<file path="config.mk">
export PLATFORM = sky130hd
export DESIGN_NAME = operand_feeder
export DESIGN_NICKNAME = d
export VERILOG_FILES = /design/src/rtl/operand_feeder.sv
export SDC_FILE = /design/constraint.sdc
export NUM_CORES = 1
export LEC_CHECK = 0
export CORE_UTILIZATION = 40
export CTS_BUF_LIST = sky130_fd_sc_hd__clkbuf_16
export CTS_CLUSTER_DIAMETER = 50
export CTS_CLUSTER_SIZE = 28
export DETAILED_ROUTE_END_ITERATION = 8
export DONT_BUFFER_PORTS = 1
export SKIP_LAST_GASP = 1
export SLEW_MARGIN = 20
export SYNTH_ARGS = -nofsm -noshare
export SYNTH_HDL_FRONTEND = slang
export SYNTH_SLANG_ARGS = --single-unit
</file>
<file path="constraint.sdc">
create_clock -name clk_i -period 2.4 [get_ports clk_i]
set_input_delay 0.48 -clock clk_i [delete_from_list [all_inputs] [get_ports clk_i]]
set_output_delay 0.48 -clock clk_i [all_outputs]
set_load 0.01 [all_outputs]
</file>
<file path="src/rtl/operand_feeder.sv">
`default_nettype none
// ============================================================================
//  Module   : operand_feeder
//  Purpose  : Accepts one k-slice (a column of A, a row of B) per handshake
//             and skews each lane through a delay line one register deeper
//             than its index, so a systolic array sees the wavefront it
//             expects. A FLUSH phase then waits for all products to land in
//             the PEs before done_o is pulsed.
//  Revision : 1.0 - initial release
// ============================================================================
module operand_feeder #(
   parameter int SYS_ARRAY_SIZE = 4,
   parameter int DATA_W         = 8,
   parameter int K_MAX          = 64,
   parameter int KW             = $clog2(K_MAX + 1)
) (
   input  logic                                    clk_i,
   input  logic                                    rst_i,
   input  logic                                    in_valid_i,
   output logic                                    in_ready_o,
   input  logic                                    in_last_i,
   input  logic [SYS_ARRAY_SIZE-1:0][DATA_W-1:0]   a_col_i,
   input  logic [SYS_ARRAY_SIZE-1:0][DATA_W-1:0]   b_row_i,
   output logic [SYS_ARRAY_SIZE-1:0][DATA_W-1:0]   a_o,
   output logic [SYS_ARRAY_SIZE-1:0][DATA_W-1:0]   b_o,
   output logic                                    busy_o,
   output logic                                    done_o,
   output logic [KW-1:0]                           k_count_o
);

   // Flush length: the last beat needs N cycles to clear the deepest lane,
   // then 2N-2 more to ripple across the array to the far corner PE.
   localparam int             FW           = $clog2(3 * SYS_ARRAY_SIZE - 1);
   localparam logic [FW-1:0]  c_FLUSH_LOAD = FW'(3 * SYS_ARRAY_SIZE - 2);

   typedef enum logic [1:0] {
      S_IDLE  = 2'd0,
      S_FEED  = 2'd1,
      S_FLUSH = 2'd2,
      S_DONE  = 2'd3
   } state_t;

   state_t          r_state;
   logic            r_ready;
   logic            r_busy;
   logic            r_done;
   logic [KW-1:0]   r_k;
   logic [FW-1:0]   r_flush;

   logic            w_accept;
   logic [KW-1:0]   w_k_next;
   logic            w_last;

   // A transfer happens only while ready; the count restarts on a job's first beat
   // and a beat that fills the K_MAX budget closes the job on its own.
   assign w_accept = in_valid_i & r_ready;
   assign w_k_next = (r_state == S_IDLE) ? KW'(1) : (r_k + KW'(1));
   assign w_last   = in_last_i | (w_k_next == KW'(K_MAX));

   // Job sequencing FSM with registered handshake/status outputs.
   always_ff @(posedge clk_i or negedge rst_i) begin
      if (!rst_i) begin
         r_state <= S_IDLE;
         r_ready <= 1'b1;
         r_busy  <= 1'b0;
         r_done  <= 1'b0;
         r_k     <= '0;
         r_flush <= '0;
      end else begin
         r_done <= 1'b0;
         case (r_state)
            S_IDLE, S_FEED: begin
               if (w_accept) begin
                  r_k    <= w_k_next;
                  r_busy <= 1'b1;
                  if (w_last) begin
                     r_state <= S_FLUSH;
                     r_flush <= c_FLUSH_LOAD;
                     r_ready <= 1'b0;
                  end else begin
                     r_state <= S_FEED;
                  end
               end
            end
            S_FLUSH: begin
               r_flush <= r_flush - FW'(1);
               if (r_flush == FW'(1)) begin
                  r_state <= S_DONE;
                  r_done  <= 1'b1;
               end
            end
            S_DONE: begin
               r_state <= S_IDLE;
               r_busy  <= 1'b0;
               r_ready <= 1'b1;
            end
            default: begin
               r_state <= S_IDLE;
               r_ready <= 1'b1;
               r_busy  <= 1'b0;
            end
         endcase
      end
   end

   assign in_ready_o = r_ready;
   assign busy_o     = r_busy;
   assign done_o     = r_done;
   assign k_count_o  = r_k;

   for (genvar gi = 0; gi < SYS_ARRAY_SIZE; gi++) begin : g_lane
      logic [DATA_W-1:0] r_a_dly [0:gi];
      logic [DATA_W-1:0] r_b_dly [0:gi];
      logic [DATA_W-1:0] w_a_in;
      logic [DATA_W-1:0] w_b_in;

      // Non-transfer cycles push zero bubbles so stalls keep A and B aligned.
      assign w_a_in = w_accept ? a_col_i[gi] : '0;
      assign w_b_in = w_accept ? b_row_i[gi] : '0;

      // Lane delay line: shifts in every state so flushing beats still emerge.
      always_ff @(posedge clk_i or negedge rst_i) begin
         if (!rst_i) begin
            for (int s = 0; s <= gi; s++) begin
               r_a_dly[s] <= '0;
               r_b_dly[s] <= '0;
            end
         end else begin
            r_a_dly[0] <= w_a_in;
            r_b_dly[0] <= w_b_in;
            for (int s = 1; s <= gi; s++) begin
               r_a_dly[s] <= r_a_dly[s-1];
               r_b_dly[s] <= r_b_dly[s-1];
            end
         end
      end

      assign a_o[gi] = r_a_dly[gi];
      assign b_o[gi] = r_b_dly[gi];
   end

endmodule
`default_nettype wire

</file>
==> results of run 1 <==
routing by layer:
metal  routed length, um  up-vias  share of wire  track usage
li1                    -     1131              -            -
met1                3560     1290           0.41        0.156
met2                4290       95           0.50        0.189
met3                 527       18          0.061       0.0487
met4                 211        0          0.025       0.0748
met5                   0        -              0            0
synthesized netlist by cell type (2+ instances only):
library cell	number
inv_1	5
nand3_1	2
a21oi_1	5
nor3_1	4
buf_4	48
dfrtp_1	175
ha_1	3
xnor2_1	3
nor2_1	7
and3_1	64
o21ai_0	7
nor2b_1	2
nand2_1	15
o21a_1	2
o2bb2ai_1	2
mux2i_1	2
clkbuf_1	16
final timing paths:
path | startpoint | endpoint | slack (ns)
min reg2reg | g_lane[3].r_a_dly[19] | g_lane[3].r_a_dly[11] | 0.34
min in group clk_i | in_valid_i | g_lane[2].r_b_dly[22] | 0.22
max in group asynchronous | rst_i | g_lane[3].r_a_dly[22] | 2.40
min | rst_i | b_o[9] | -0.25
max reg2reg | k_count_o[0] | r_state[0] | 0.28
max | k_count_o[0] | r_state[0] | 0.28
cells by family (layout without fill, tap and decap cells):
| kind of cell | after synthesis | count (layout) | synth area share |
|---|---|---|---|
| flip-flops | 176 | 176 | 0.769 |
| AND/OR/NAND/NOR | 103 | 103 | 0.105 |
| buffers and inverters | 71 | 37 | 0.0795 |
| AO/OA/AOI/OAI | 25 | 25 | 0.0299 |
| XOR/XNOR | 4 | 4 | 0.00612 |
| adder cells (fa/ha/maj) | 3 | 3 | 0.00656 |
| multiplexers | 2 | 2 | 0.00350 |
| other | 0 | 1 | 0 |
stage by stage:
stage | utilization | instances | hold slack, ns | power (W) | worst slack (ns)
global placement | 0.396 | 499 | 0.187 | 0.00402 | 0.405
global route | 0.439 | 531 | -0.265 | 0.00703 | 0.145
CTS | 0.439 | 530 | -0.268 | 0.00682 | 0.270
detailed placement | 0.396 | 499 | 0.186 | 0.00407 | 0.319
finish | 0.439 | 531 | -0.247 | 0.00672 | 0.277
floorplan | - | 384 | 0.184 | 0.00405 | 0.525
power by group through the flow:
stage | Sequential [W] | Clock (W) | Combinational, W
finish | 0.00357 | 0.00272 | 0.000433
global route | 0.00362 | 0.00292 | 0.000494
CTS | 0.00358 | 0.00280 | 0.000441
detailed placement | 0.00363 | 0 | 0.000440
global placement | 0.00361 | 0 | 0.000414
floorplan | 0.00348 | 0 | 0.000570
repair_timing:
item	4_1_cts	5_1_grt
hold endpoints to repair	176	176
gates resized for setup	0	0
setup endpoints to repair	0	0
flip-flops by register name, indices dropped and copies added, names as in the netlist, 2 cells and up:
register	flops
k_count_o	7
b_o	24
r_state	2
g_lane.r_a_dly	56
r_flush	4
g_lane.r_b_dly	56
a_o	24
worst register-to-register path: cells and delay by family, from the launching register on:
family,cells,cell delay [ns]
AO/OA/AOI/OAI,2,0.51
AND/OR/NAND/NOR,3,0.61
flip-flops,1,0.53
adder cells (fa/ha/maj),1,0.35
placed cells by master (no fill, tap or decap), types with 4 or more instances in the layout:
| master | instances |
|---|---|
| a21oi_1 | 5 |
| nor2_1 | 7 |
| clkbuf_16 | 17 |
| o21ai_0 | 7 |
| clkinvlp_4 | 5 |
| nor3_1 | 4 |
| dfrtp_1 | 175 |
| and3_1 | 64 |
| inv_1 | 6 |
| nand2_1 | 15 |
layout make-up:
type,instances,area (sq um)
clock buffer,17,425
tap,180,225
inverter,5,18.8
sequential,176,4410
antenna,1,2.50
timing repair buffer,1,7.51
fill,1245,7820
multi-input combinational,137,866
clock inverter,14,168
==> flow_summary.json, run 1 <==
{
  "status": "finished, violations left",
  "violations": "negative hold slack",
  "path_class": "flip-flop to flip-flop",
  "cts_root_buf": "clkbuf_16",
  "syn_nets": 455,
  "final_nets": 409,
  "synthTopCellsByArea": "dfrtp_1 76%, and3_1 7.0%, buf_4 6.3%, clkbuf_1 1.0%, nand2_1 0.98%",
  "die_area_sq_um": 14800,
  "synth.ff_latch_count": 176,
  "synth_ff_type": "dfrtp_1",
  "setup_viol": 0,
  "async_reset_ff_frac": 1.00,
  "dp_hpwl_um": 5280,
  "yosysSeqAreaShare": 0.769,
  "grt_pass1_wl_um": 13800,
  "path_max_fanout": 9,
  "gp_routability_congestion": 0.739,
  "p_per_area_nw_per_um2": 1100,
  "fmax_mhz": 471,
  "cell_internal_pwr_w": 0.00511,
  "dr.pass1.iters": 4,
  "htree_levels": 4,
  "p_seq_frac": 0.531,
  "power_switching_w": 0.00161,
  "yosysWarnings": 0,
  "pwr-share-clk": 0.404,
  "max_stage_delay_ns": 0.53,
  "drive_above_1_share": 0.106,
  "die_w_um": 122,
  "postSynthAreaPerCell_sq_um": 14.9,
  "worstHoldPathType": "input port to asynchronous set/reset pin",
  "reg2reg_depth": 6,
  "cts_tree": "built",
  "required_ns": 2.70,
  "grt_pass1_vias": 2671,
  "synth-edff-count": 0,
  "io_buffers": 0,
  "final_area_sq_um": 6120,
  "cpMaxStageDelayCell": "dfrtp_1",
  "grt-ovfl-total": 0,
  "cp.depth": 6,
  "detail_route.vias_per_cell": 4.77,
  "power_leakage_nw": 3.26,
  "crit_arrival_ns": 2.42,
  "cts_setup_buffers": 0,
  "synth_top_area_cell": "dfrtp_1",
  "combPwrFrac": 0.064,
  "clk_latency_ns": 0.42,
  "vdd_ir_drop_max_mv": 0.430,
  "pin_count": 142,
  "synth_cell_type_count": 39,
  "wirelength_um": 8580,
  "core_sq_um": 13900,
  "period_share": 0.884,
  "whs_ns": -0.247,
  "finalHoldViolCount": 176,
  "start_util": 0.411,
  "critPathTopFamily": "simple AND/OR/NAND/NOR gates",
  "cts_buffers": 17,
  "grt_max_degree": 177,
  "post_drt_wl_per_cell_um": 16.2,
  "antenna_left": 0,
  "drc": 0,
  "clock_path_buffers": 2,
  "tns_ns": 0,
  "antenna_found_initial": 1,
  "crit_chain": "ha_1, nand3_2, and2_4, nor4_2, a21oi_2, a221o_1",
  "grtUsageTotal": 0.127,
  "cp-start-kind": "flip-flop",
  "drv_slew": 0,
  "period_needed_ns": 2.12,
  "relSlewSlack": 0.732,
  "rows": 43,
  "max-cap-violations": 0,
  "rsz0062_at_grt": "false",
  "vias": 2534,
  "place_area_sq_um": 5520,
  "area_growth_pct": 6.84,
  "syn_area_sq_um": 5730,
  "clock-sinks": 176,
  "endpoint_kind": "flip-flop",
  "die_h_um": 122,
  "clkTransAtPathRegs_ns": 0.06,
  "tightest_slew_ns": 0.396,
  "switching_share": 0.239,
  "drtIter0Drc": 196,
  "syn_inst": 384,
  "path_buf_inv": 0,
  "synth_top_area_share": 0.765,
  "finClkSkew_ns": 0.00612
}
(Power assumes the default switching activity.)
==> run 2: changes to the inputs <==
--- a/config.mk
+++ b/config.mk
@@ -6,7 +6,6 @@
 export NUM_CORES = 1
 export LEC_CHECK = 0
 export CORE_UTILIZATION = 40
-export CTS_BUF_LIST = sky130_fd_sc_hd__clkbuf_16
 export CTS_CLUSTER_DIAMETER = 50
 export CTS_CLUSTER_SIZE = 28
 export DETAILED_ROUTE_END_ITERATION = 8
==> run 2 against run 1 <==
Compared with the run above: global-route usage is essentially flat; the run still ends with negative hold slack left; critical path type unchanged; utilization grew 0.14 points; critical path depth is the same; total power grew 1.0%; largest cell class unchanged; sequential power is essentially flat; via count shrank 0.28%; largest power group unchanged.
==> flow_summary.json, run 2 (same netlist as run 1, synthesis figures left out) <==
{
  "fin_util": 0.441,
  "gp_routability_congestion": 0.739,
  "dp_slack_ns": 0.319,
  "tightest_slew_ns": 0.418,
  "finalHoldViolCount": 176,
  "multi_input_area_sq_um": 866,
  "drtIter0Drc": 209,
  "wl_met2_um": 4300,
  "core_sq_um": 13900,
  "clock_path_buffers": 2,
  "cts_setup_buffers": 0,
  "post_drt_wl_per_cell_um": 16.2,
  "worstHoldPathType": "input port to asynchronous set/reset pin",
  "final_nets": 409,
  "clkTransAtPathRegs_ns": 0.06,
  "power_leakage_nw": 3.26,
  "reg_top3": "g_lane.r_a_dly x56, g_lane.r_b_dly x56",
  "die_w_um": 122,
  "clock-sinks": 176,
  "area_growth_pct": 7.19,
  "path_max_fanout": 9,
  "regToRegStartpoint": "k_count_o[0]",
  "p_per_area_nw_per_um2": 1110,
  "ff2ff_setup_slack_ns": 0.27,
  "grt_pass1_vias": 2669,
  "pin_count": 142,
  "dr.pass1.iters": 4,
  "detail_route.vias_per_cell": 4.76,
  "cts_root_buf": "clkbuf_16",
  "grt_max_degree": 177,
  "drv_slew": 0,
  "grtUsageTotal": 0.127,
  "die_area_sq_um": 14800,
  "antenna_found_initial": 1,
  "antenna_left": 0,
  "finClkSkew_ns": 0.00608,
  "final_common_cell": "dfrtp_1",
  "whs_ns": -0.245,
  "wl_met3_um": 535,
  "cp-start-kind": "flip-flop",
  "fin_total_pwr_w": 0.00679,
  "timing.rr.end": "r_state[0]",
  "rows": 43,
  "max-cap-violations": 0,
  "dp_hpwl_um": 5280,
  "crit_arrival_ns": 2.42,
  "post_cts_resize_count": 0,
  "die_h_um": 122,
  "endpoint_kind": "flip-flop",
  "wirelength_um": 8600,
  "relSlewSlack": 0.717,
  "drive_above_1_share": 0.111,
  "tns_ns": 0,
  "fin_ws_ns": 0.273,
  "setup_viol": 0,
  "status": "finished, violations left",
  "mostFrequentLayoutCells": "175 x dfrtp_1, 64 x and3_1, 17 x clkbuf_16, 15 x nand2_1",
  "io_buffers": 0,
  "htree_levels": 4,
  "vdd_ir_drop_max_mv": 0.429,
  "cts_tree": "built",
  "clk_latency_ns": 0.42,
  "fmax_mhz": 470,
  "grt-ovfl-total": 0,
  "grt_pass1_wl_um": 13800,
  "violations": "negative hold slack",
  "start_util": 0.411,
  "regArea_sq_um": 4410,
  "drc": 0,
  "period_needed_ns": 2.13,
  "path_class": "flip-flop to flip-flop",
  "top_layer": "met4",
  "crit_end": "r_state[0]",
  "wl_met1_um": 3560,
  "rsz0062_at_grt": "false",
  "fillerInstances": 1241,
  "required_ns": 2.69,
  "cts_buffers": 17,
  "vias": 2527,
  "period_share": 0.886,
  "reg2reg_depth": 6,
  "crit_start": "k_count_o[0]"
}
==> run 2: changes by cell type in the layout (fill, tap and decap cells not counted), sizes merged <==
cell,change
clkbuf,+3
clkinv,-2
inv,-1
==> run 2: metal layers <==
layer	GRT usage	vias to the layer above
met1	0.157	1281
met2	0.189	100
met4	0.0748	0
met3	0.0487	16
li1	-	1130
met5	0	-
==> run 2: final cells by class <==
class | instances | share of cell area
flip-flops and latches | 176 | 0.718
inverters | 5 | 0.00306
clock buffers | 20 | 0.0744
clock inverters | 11 | 0.0255
repair buffers | 1 | 0.00122
diodes | 1 | 0.000408
well taps | 180 | 0.0367
multi-input cells | 137 | 0.141
==> run 2: critical path, cell delays in order (launching register included) <==
cell and delay [ns]:
dfrtp_1 0.53, ha_1 0.35, nand3_2 0.14, and2_4 0.20, nor4_2 0.27, a21oi_2 0.16, a221o_1 0.35
==> run 2: report_power, final <==
| group | internal, W | switching [W] | leakage [nW] |
|---|---|---|---|
| Clock | 0.00170 | 0.00109 | 0.283 |
| Combinational | 0.000193 | 0.000238 | 0.554 |
| Sequential | 0.00329 | 0.000282 | 2.43 |
| Total | 0.00518 | 0.00161 | 3.26 |
==> run 2: worst min-delay path by stage <==
stage / endpoint / slack, ns / cells past startpoint
after floorplan: a_o[10] / 0.18 / 0
after global placement: g_lane[1].r_b_dly[9] / 0.19 / 0
after detailed placement: g_lane[1].r_b_dly[9] / 0.19 / 0
after CTS: g_lane[1].r_a_dly[11] / -0.27 / 0
after global routing: b_o[9] / -0.27 / 0
final: b_o[9] / -0.25 / 0
==> run 2: per-stage QoR <==
step | cell area (sq um) | instances
2_1_floorplan | 5730 | 384
5_1_grt | 6140 | 531
4_1_cts | 6140 | 530
3_5_place_dp | 5520 | 499
3_3_place_gp | 5520 | 499
6_report | 6140 | 531
